## config.mk

```make
export PLATFORM = sky130hd
export DESIGN_NAME = stage_seq_ctrl_flat
export DESIGN_NICKNAME = d
export VERILOG_FILES = /design/src/rtl/stage_seq_pkg.sv /design/src/rtl/stage_seq_if.sv /design/src/rtl/seq_delay_counter.sv /design/src/rtl/stage_seq_ctrl.sv /design/src/flat_wrapper.sv
export SDC_FILE = /design/constraint.sdc
export NUM_CORES = 1
export LEC_CHECK = 0
export BUFFER_PORTS_ARGS = -buffer_cell sky130_fd_sc_hd__clkbuf_2
export CAP_MARGIN = 20
export CORE_MARGIN = 3
export CORE_UTILIZATION = 60
export DETAILED_ROUTE_END_ITERATION = 8
export MAX_ROUTING_LAYER = met4
export PLACE_DENSITY = 0.93
export SYNTH_ARGS = -nofsm -noshare
export SYNTH_HDL_FRONTEND = slang
export SYNTH_SLANG_ARGS = --single-unit
```

## constraint.sdc

```tcl
create_clock -name clk -period 3.25 [get_ports clk]
set_input_delay 0.4875 -clock clk [delete_from_list [all_inputs] [get_ports clk]]
set_output_delay 0.4875 -clock clk [all_outputs]
set_load 0.1 [all_outputs]
```

## src/rtl/stage_seq_pkg.sv

```systemverilog
// Shared types and constants for the pipeline-stage sequencer.
// State encoding, dual-rail detector codes and the delay-counter width.
package stage_seq_pkg;

    // Width of the shared settle / replay / watchdog down-counter.
    localparam int CNT_W = 8;

    typedef enum logic [3:0] {
        ST_IDLE,
        ST_CAPTURE,
        ST_SETTLE,
        ST_SAMPLE,
        ST_WAIT_NULL,
        ST_REPLAY,
        ST_SEND,
        ST_RELEASE,
        ST_FAULT
    } state_t;

    // Dual-rail detector result, packed as {Err1, Err0}.
    typedef logic [1:0] dr_t;

    localparam dr_t DR_NULL    = 2'b00;
    localparam dr_t DR_OK      = 2'b01;
    localparam dr_t DR_ERR     = 2'b10;
    localparam dr_t DR_ILLEGAL = 2'b11;

    // Both rails high is not a legal code; it is treated the same as an error.
    function automatic logic dr_is_error(input dr_t code);
        logic is_err;
        case (code)
            DR_ERR, DR_ILLEGAL: is_err = 1'b1;
            default:            is_err = 1'b0;
        endcase
        return is_err;
    endfunction

    // Only a clean Err0 counts as a pass.
    function automatic logic dr_is_pass(input dr_t code);
        return (code == DR_OK);
    endfunction

endpackage

```

## src/rtl/stage_seq_if.sv

```systemverilog
// Handshake bundle around one pipeline stage: left/right 4-phase channels,
// the stage latch strobe and the 4-phase sample/result pair of the detector.
// master = the sequencer, slave = its surroundings.
interface stage_seq_if;

    logic Lreq;
    logic Lack;
    logic Rreq;
    logic Rack;
    logic latch_en;
    logic sample;
    logic Err1;
    logic Err0;

    modport master (
        input  Lreq,
        input  Rack,
        input  Err1,
        input  Err0,
        output Lack,
        output Rreq,
        output latch_en,
        output sample
    );

    modport slave (
        output Lreq,
        output Rack,
        output Err1,
        output Err0,
        input  Lack,
        input  Rreq,
        input  latch_en,
        input  sample
    );

endinterface

```

## src/rtl/seq_delay_counter.sv

```systemverilog
// Loadable down-counter with a done flag. A load of N-1 makes done rise
// after N cycles in the waiting state; the count parks at zero.
module seq_delay_counter
    import stage_seq_pkg::*;
#(
    parameter int W = CNT_W
) (
    input  logic         clk,
    input  logic         srst,
    input  logic         load,
    input  logic [W-1:0] load_val,
    output logic         done
);

    logic [W-1:0] count_reg;

    // Load has priority; otherwise count down and hold at zero.
    always_ff @(posedge clk) begin
        if (srst) begin
            count_reg <= '0;
        end else if (load) begin
            count_reg <= load_val;
        end else if (count_reg != '0) begin
            count_reg <= count_reg - W'(1);
        end
    end

    assign done = (count_reg == '0);

endmodule

```

## src/rtl/stage_seq_ctrl.sv

```systemverilog
// Sequencer for one timing-resilient pipeline stage: accepts a token on the
// left handshake, strobes the stage latch, asks the dual-rail detector for a
// verdict, then forwards the token or replays the capture a bounded number
// of times before locking into a sticky fault.
// Optional macro STAGE_SEQ_ERR_TIMEOUT_EN adds a detector watchdog: a silent
// detector in SAMPLE counts as an error, a stuck result in WAIT_NULL faults.
module stage_seq_ctrl
    import stage_seq_pkg::*;
#(
    parameter int SETTLE_CYC  = 2,
    parameter int RETRY_DELAY = 4,
    parameter int MAX_RETRY   = 3,
    parameter int TIMEOUT_CYC = 16
) (
    input  logic              clk,
    input  logic              rst,
    stage_seq_if.master       bus,
    output logic [3:0]        retry_cnt,
    output logic              fault,
    output logic              busy
);

    localparam logic [CNT_W-1:0] SETTLE_LOAD  = CNT_W'(SETTLE_CYC - 1);
    localparam logic [CNT_W-1:0] REPLAY_LOAD  = CNT_W'(RETRY_DELAY - 1);
    localparam logic [CNT_W-1:0] TIMEOUT_LOAD = CNT_W'(TIMEOUT_CYC - 1);
    localparam logic [3:0]       MAX_RETRY_V  = 4'(MAX_RETRY);

    state_t     state_reg;
    state_t     state_next;
    logic       lack_reg;
    logic       lack_next;
    logic       rreq_reg;
    logic       rreq_next;
    logic       verdict_err_reg;
    logic       verdict_err_next;
    logic [3:0] retry_reg;
    logic [3:0] retry_next;

    logic             cnt_load;
    logic [CNT_W-1:0] cnt_val;
    logic             cnt_done;

    dr_t result;

    assign result = {bus.Err1, bus.Err0};

    // One counter serves SETTLE, REPLAY and the watchdog; they never overlap,
    // so each state loads it on the transition into the next timed state.
    seq_delay_counter #(
        .W(CNT_W)
    ) u_delay (
        .clk      (clk),
        .srst     (rst),
        .load     (cnt_load),
        .load_val (cnt_val),
        .done     (cnt_done)
    );

    // State and handshake registers.
    always_ff @(posedge clk) begin
        if (rst) begin
            state_reg       <= ST_IDLE;
            lack_reg        <= 1'b0;
            rreq_reg        <= 1'b0;
            verdict_err_reg <= 1'b0;
            retry_reg       <= 4'd0;
        end else begin
            state_reg       <= state_next;
            lack_reg        <= lack_next;
            rreq_reg        <= rreq_next;
            verdict_err_reg <= verdict_err_next;
            retry_reg       <= retry_next;
        end
    end

    // Next-state logic, counter loads and handshake flag updates.
    always_comb begin
        state_next       = state_reg;
        lack_next        = lack_reg;
        rreq_next        = rreq_reg;
        verdict_err_next = verdict_err_reg;
        retry_next       = retry_reg;
        cnt_load         = 1'b0;
        cnt_val          = '0;

        case (state_reg)
            ST_IDLE: begin
                // A downstream that still holds Rack high blocks new tokens.
                if (bus.Lreq && !bus.Rack) begin
                    state_next = ST_CAPTURE;
                end
            end

            ST_CAPTURE: begin
                state_next = ST_SETTLE;
                cnt_load   = 1'b1;
                cnt_val    = SETTLE_LOAD;
            end

            ST_SETTLE: begin
                if (cnt_done) begin
                    state_next = ST_SAMPLE;
                    cnt_load   = 1'b1;
                    cnt_val    = TIMEOUT_LOAD;
                end
            end

            ST_SAMPLE: begin
                if (result != DR_NULL) begin
                    state_next       = ST_WAIT_NULL;
                    verdict_err_next = dr_is_error(result);
                    cnt_load         = 1'b1;
                    cnt_val          = TIMEOUT_LOAD;
                end
`ifdef STAGE_SEQ_ERR_TIMEOUT_EN
                else if (cnt_done) begin
                    // Silent detector: drop sample and take the retry path.
                    state_next       = ST_WAIT_NULL;
                    verdict_err_next = 1'b1;
                    cnt_load         = 1'b1;
                    cnt_val          = TIMEOUT_LOAD;
                end
`endif
            end

            ST_WAIT_NULL: begin
                if (result == DR_NULL) begin
                    if (!verdict_err_reg) begin
                        state_next = ST_SEND;
                        lack_next  = 1'b1;
                        rreq_next  = 1'b1;
                        retry_next = 4'd0;
                    end else if (retry_reg < MAX_RETRY_V) begin
                        state_next = ST_REPLAY;
                        retry_next = retry_reg + 4'd1;
                        cnt_load   = 1'b1;
                        cnt_val    = REPLAY_LOAD;
                    end else begin
                        state_next = ST_FAULT;
                    end
                end
`ifdef STAGE_SEQ_ERR_TIMEOUT_EN
                else if (cnt_done) begin
                    // Detector never returned to null: it cannot be trusted.
                    state_next = ST_FAULT;
                    retry_next = MAX_RETRY_V;
                end
`endif
            end

            ST_REPLAY: begin
                // Lack stays low so upstream keeps its data stable.
                if (cnt_done) begin
                    state_next = ST_CAPTURE;
                end
            end

            ST_SEND: begin
                // Left and right return-to-zero run independently.
                if (!lack_reg && !rreq_reg) begin
                    state_next = ST_RELEASE;
                end else begin
                    if (!bus.Lreq) begin
                        lack_next = 1'b0;
                    end
                    if (bus.Rack) begin
                        rreq_next = 1'b0;
                    end
                end
            end

            ST_RELEASE: begin
                if (!bus.Rack) begin
                    state_next = ST_IDLE;
                end
            end

            ST_FAULT: begin
                // Sticky: only rst leaves this state.
                state_next = ST_FAULT;
            end

            default: begin
                state_next = ST_IDLE;
            end
        endcase
    end

    assign bus.Lack     = lack_reg;
    assign bus.Rreq     = rreq_reg;
    assign bus.latch_en = (state_reg == ST_CAPTURE);
    assign bus.sample   = (state_reg == ST_SAMPLE);
    assign retry_cnt    = retry_reg;
    assign fault        = (state_reg == ST_FAULT);
    assign busy         = (state_reg != ST_IDLE) && (state_reg != ST_FAULT);

endmodule

```

## src/flat_wrapper.sv

```systemverilog
// flat-port wrapper written by rule: the top's interface ports become plain ports
module stage_seq_ctrl_flat import stage_seq_pkg::*;
#(
    parameter int SETTLE_CYC  = 2,
    parameter int RETRY_DELAY = 4,
    parameter int MAX_RETRY   = 3,
    parameter int TIMEOUT_CYC = 16
)
  (clk, rst, retry_cnt, fault, busy, bus_Lreq, bus_Rack, bus_Err1, bus_Err0, bus_Lack, bus_Rreq, bus_latch_en, bus_sample);
  stage_seq_if bus_i ();
  input  logic clk;
  input  logic rst;
  output logic [3:0] retry_cnt;
  output logic fault;
  output logic busy;
  input wire logic [$bits(bus_i.Lreq)-1:0] bus_Lreq;
  input wire logic [$bits(bus_i.Rack)-1:0] bus_Rack;
  input wire logic [$bits(bus_i.Err1)-1:0] bus_Err1;
  input wire logic [$bits(bus_i.Err0)-1:0] bus_Err0;
  output wire logic [$bits(bus_i.Lack)-1:0] bus_Lack;
  output wire logic [$bits(bus_i.Rreq)-1:0] bus_Rreq;
  output wire logic [$bits(bus_i.latch_en)-1:0] bus_latch_en;
  output wire logic [$bits(bus_i.sample)-1:0] bus_sample;
  assign bus_i.Lreq = bus_Lreq;
  assign bus_i.Rack = bus_Rack;
  assign bus_i.Err1 = bus_Err1;
  assign bus_i.Err0 = bus_Err0;
  assign bus_Lack = bus_i.Lack;
  assign bus_Rreq = bus_i.Rreq;
  assign bus_latch_en = bus_i.latch_en;
  assign bus_sample = bus_i.sample;
  stage_seq_ctrl #(.SETTLE_CYC(SETTLE_CYC), .RETRY_DELAY(RETRY_DELAY), .MAX_RETRY(MAX_RETRY), .TIMEOUT_CYC(TIMEOUT_CYC)) u_core (.clk(clk), .rst(rst), .bus(bus_i), .retry_cnt(retry_cnt), .fault(fault), .busy(busy));
endmodule
```

==> flow_summary.toml <==
[status]
outcome = "finished clean"

[worst_setup_path]
cp-end-kind = "primary output"
required_ns = 2.76
critPathLaunchType = "register"
crit_fanout = 17
worstSetupPathType = "register to primary output"
cp.arrival_ns = 2.10

[power_and_ir_drop]
power.density_mw_per_mm2 = 985
combPwrFrac = 0.579
p_sw_w = 0.000635
peakVddDrop_mv = 0.571
sequentialPowerShare = 0.317
clkPwrFrac = 0.104
p_int_w = 0.000628
switching_share = 0.503
p_leak_nw = 0.537

[route]
ant_nets = 0
drc_errors = 0
viasPerCell = 6.13
vias = 1103
routed_wl_mm = 2.73
dr.first_iter.drc_count = 42
wl_per_cell_um = 15.2
detail_route.first_pass.iterations = 4

[sta]
period_minus_slack_ns = 2.59
finClkSkew_ns = 0.0116
rsz0062_at_grt = "false"
fmax_ghz = 0.387
drv_slew = 0
setup_violations = 0
layout_setup_ws_ns = 0.663
hold_ws_ns = 0.468
min_period_over_period = 0.796
fin_setup_tns_ns = 0
max_slew_margin = 0.524
worst_pin_slew_ns = 0.704
hold_viol = 0

[clock_network]
post_cts_buffers = 0
hold_buffers = 0
cts_tree = "built"
cts-root-buf = "clkbuf_4"
clkTransAtPathRegs_ns = 0.13
clock_sinks = 19
numCtsBuffers = 3
clk-insertion-delay-late_ns = 0.32
cts-htree-levels = 1
cts-resized-gates = 0
clock_path_buffers = 2

[finish]
seqCellArea_sq_um = 380
largest_reg_flops = 8
fin_util = 0.712
nFillCells = 143
final_nets = 165
final_common_cell = "dfxtp_1"
multi_input_area_sq_um = 746
drive_gt1_frac = 0.187
layout_common_cells = "dfxtp_1, nor2_1, clkbuf_2"
antenna_cells = 0
area_growth_pct = 7.78

[die]
start_util = 0.660
die_x_um = 50.5
ioPinCount = 16
die-area_sq_mm = 0.00255
core-area_sq_mm = 0.00180
row_count = 15
die_height_um = 50.5

[placement]
hpwlAfterDp_mm = 2.01
port_buffers = 15
place.gp.congestion = 0.894
pre_cts_slack_ns = 1.06

[yosys]
async_flop_share = 0
ys_seq_elements = 19
synth_nets = 153
yosysWarnings = 0
syn_inst = 144
yosysUniqueCellTypes = 45
synth_edf_count = 0
synthFlopType = "dfxtp_1"
synth_area_per_cell_sq_um = 8.26
ys_seq_area_frac = 0.320
synth_area_sq_mm = 0.00119

[global_route]
grt_pass1_vias = 1079
grt_max_degree = 18
antenna_found_initial = 0
grt_usage = 0.248
grt_pass1_wl_mm = 4.70
gr-total-overflow = 0

[min_path]
min_path_type = "primary input to register"

[run]
max_cap_violations = 0
-- final cells by class --
class | count | share of cell area
multi-input cells | 111 | 0.581
flip-flops and latches | 19 | 0.297
repair buffers | 15 | 0.0585
well taps | 25 | 0.0244
clock buffers | 3 | 0.0176
inverters | 6 | 0.0176
clock inverters | 1 | 0.00390
-- routing by layer --
metal | vias to the layer above | track usage | share of wire
met5 | - | - | 0
met4 | 0 | 0.0897 | 0.025
met3 | 11 | 0.0564 | 0.061
met2 | 50 | 0.415 | 0.48
met1 | 496 | 0.290 | 0.43
li1 | 546 | - | -
-- cells in the mapped netlist, types with 2 or more instances --
cell      number  share of area
nor2b_1        3          0.016
o31ai_1        2          0.013
o211a_1        2          0.017
dfxtp_1       19           0.32
a22oi_1        2          0.013
nor3_1         6          0.025
a21oi_1       11          0.046
nand3_1        6          0.025
nor3b_1        2          0.013
a211o_1        2          0.015
mux2i_1        4          0.034
nand2b_1       3          0.016
nand2_1       12          0.038
o21ai_0        3          0.013
or3b_2         2          0.015
buf_2          3          0.013
clkbuf_1       4          0.013
nor2_1        18          0.057
inv_1          6          0.019
a31oi_1        5          0.026
ha_1           3          0.032
xor2_1         3          0.022
-- per-stage QoR --
stage	power [W]	cells	area (sq um)
floorplan	0.00103	144	1190
global placement	0.00109	176	1250
detailed placement	0.00113	176	1250
CTS	0.00126	180	1280
global route	0.00136	180	1280
finish	0.00126	180	1280
-- power groups by stage --
stage	combinational, W	sequential (W)	clock, W
3_3_place_gp	0.000696	0.000394	0
6_report	0.000731	0.000400	0.000132
4_1_cts	0.000730	0.000397	0.000128
3_5_place_dp	0.000726	0.000403	0
5_1_grt	0.000811	0.000413	0.000140
2_1_floorplan	0.000676	0.000352	0
-- critical path: stages (launching register included) --
cell	delay, ns
dfxtp_1	0.71
and2b_1	0.27
and3_1	0.29
clkbuf_2	0.50
-- path summary, 6_finish.rpt --
check	slack [ns]	depth (start not counted)	endpoint	from
worst min register to register	0.49	2	u_core.retry_cnt[1]	u_core.retry_cnt[1]
worst max register to register	1.18	7	u_core.state_reg[1]	u_core.u_delay.count_reg[0]
worst min-delay path	0.47	3	u_core.verdict_err_reg	bus_Err1
worst max-delay path	0.66	3	bus_sample	u_core.state_reg[1]
-- logic make-up after synthesis --
kind of cell | synth area share
flops | 0.320
simple gates | 0.317
mux | 0.0337
buf+inv | 0.0536
fa+ha+maj | 0.0315
compound gates | 0.216
xor+xnor | 0.0294
No activity file was read; power rests on OpenSTA's default activity.
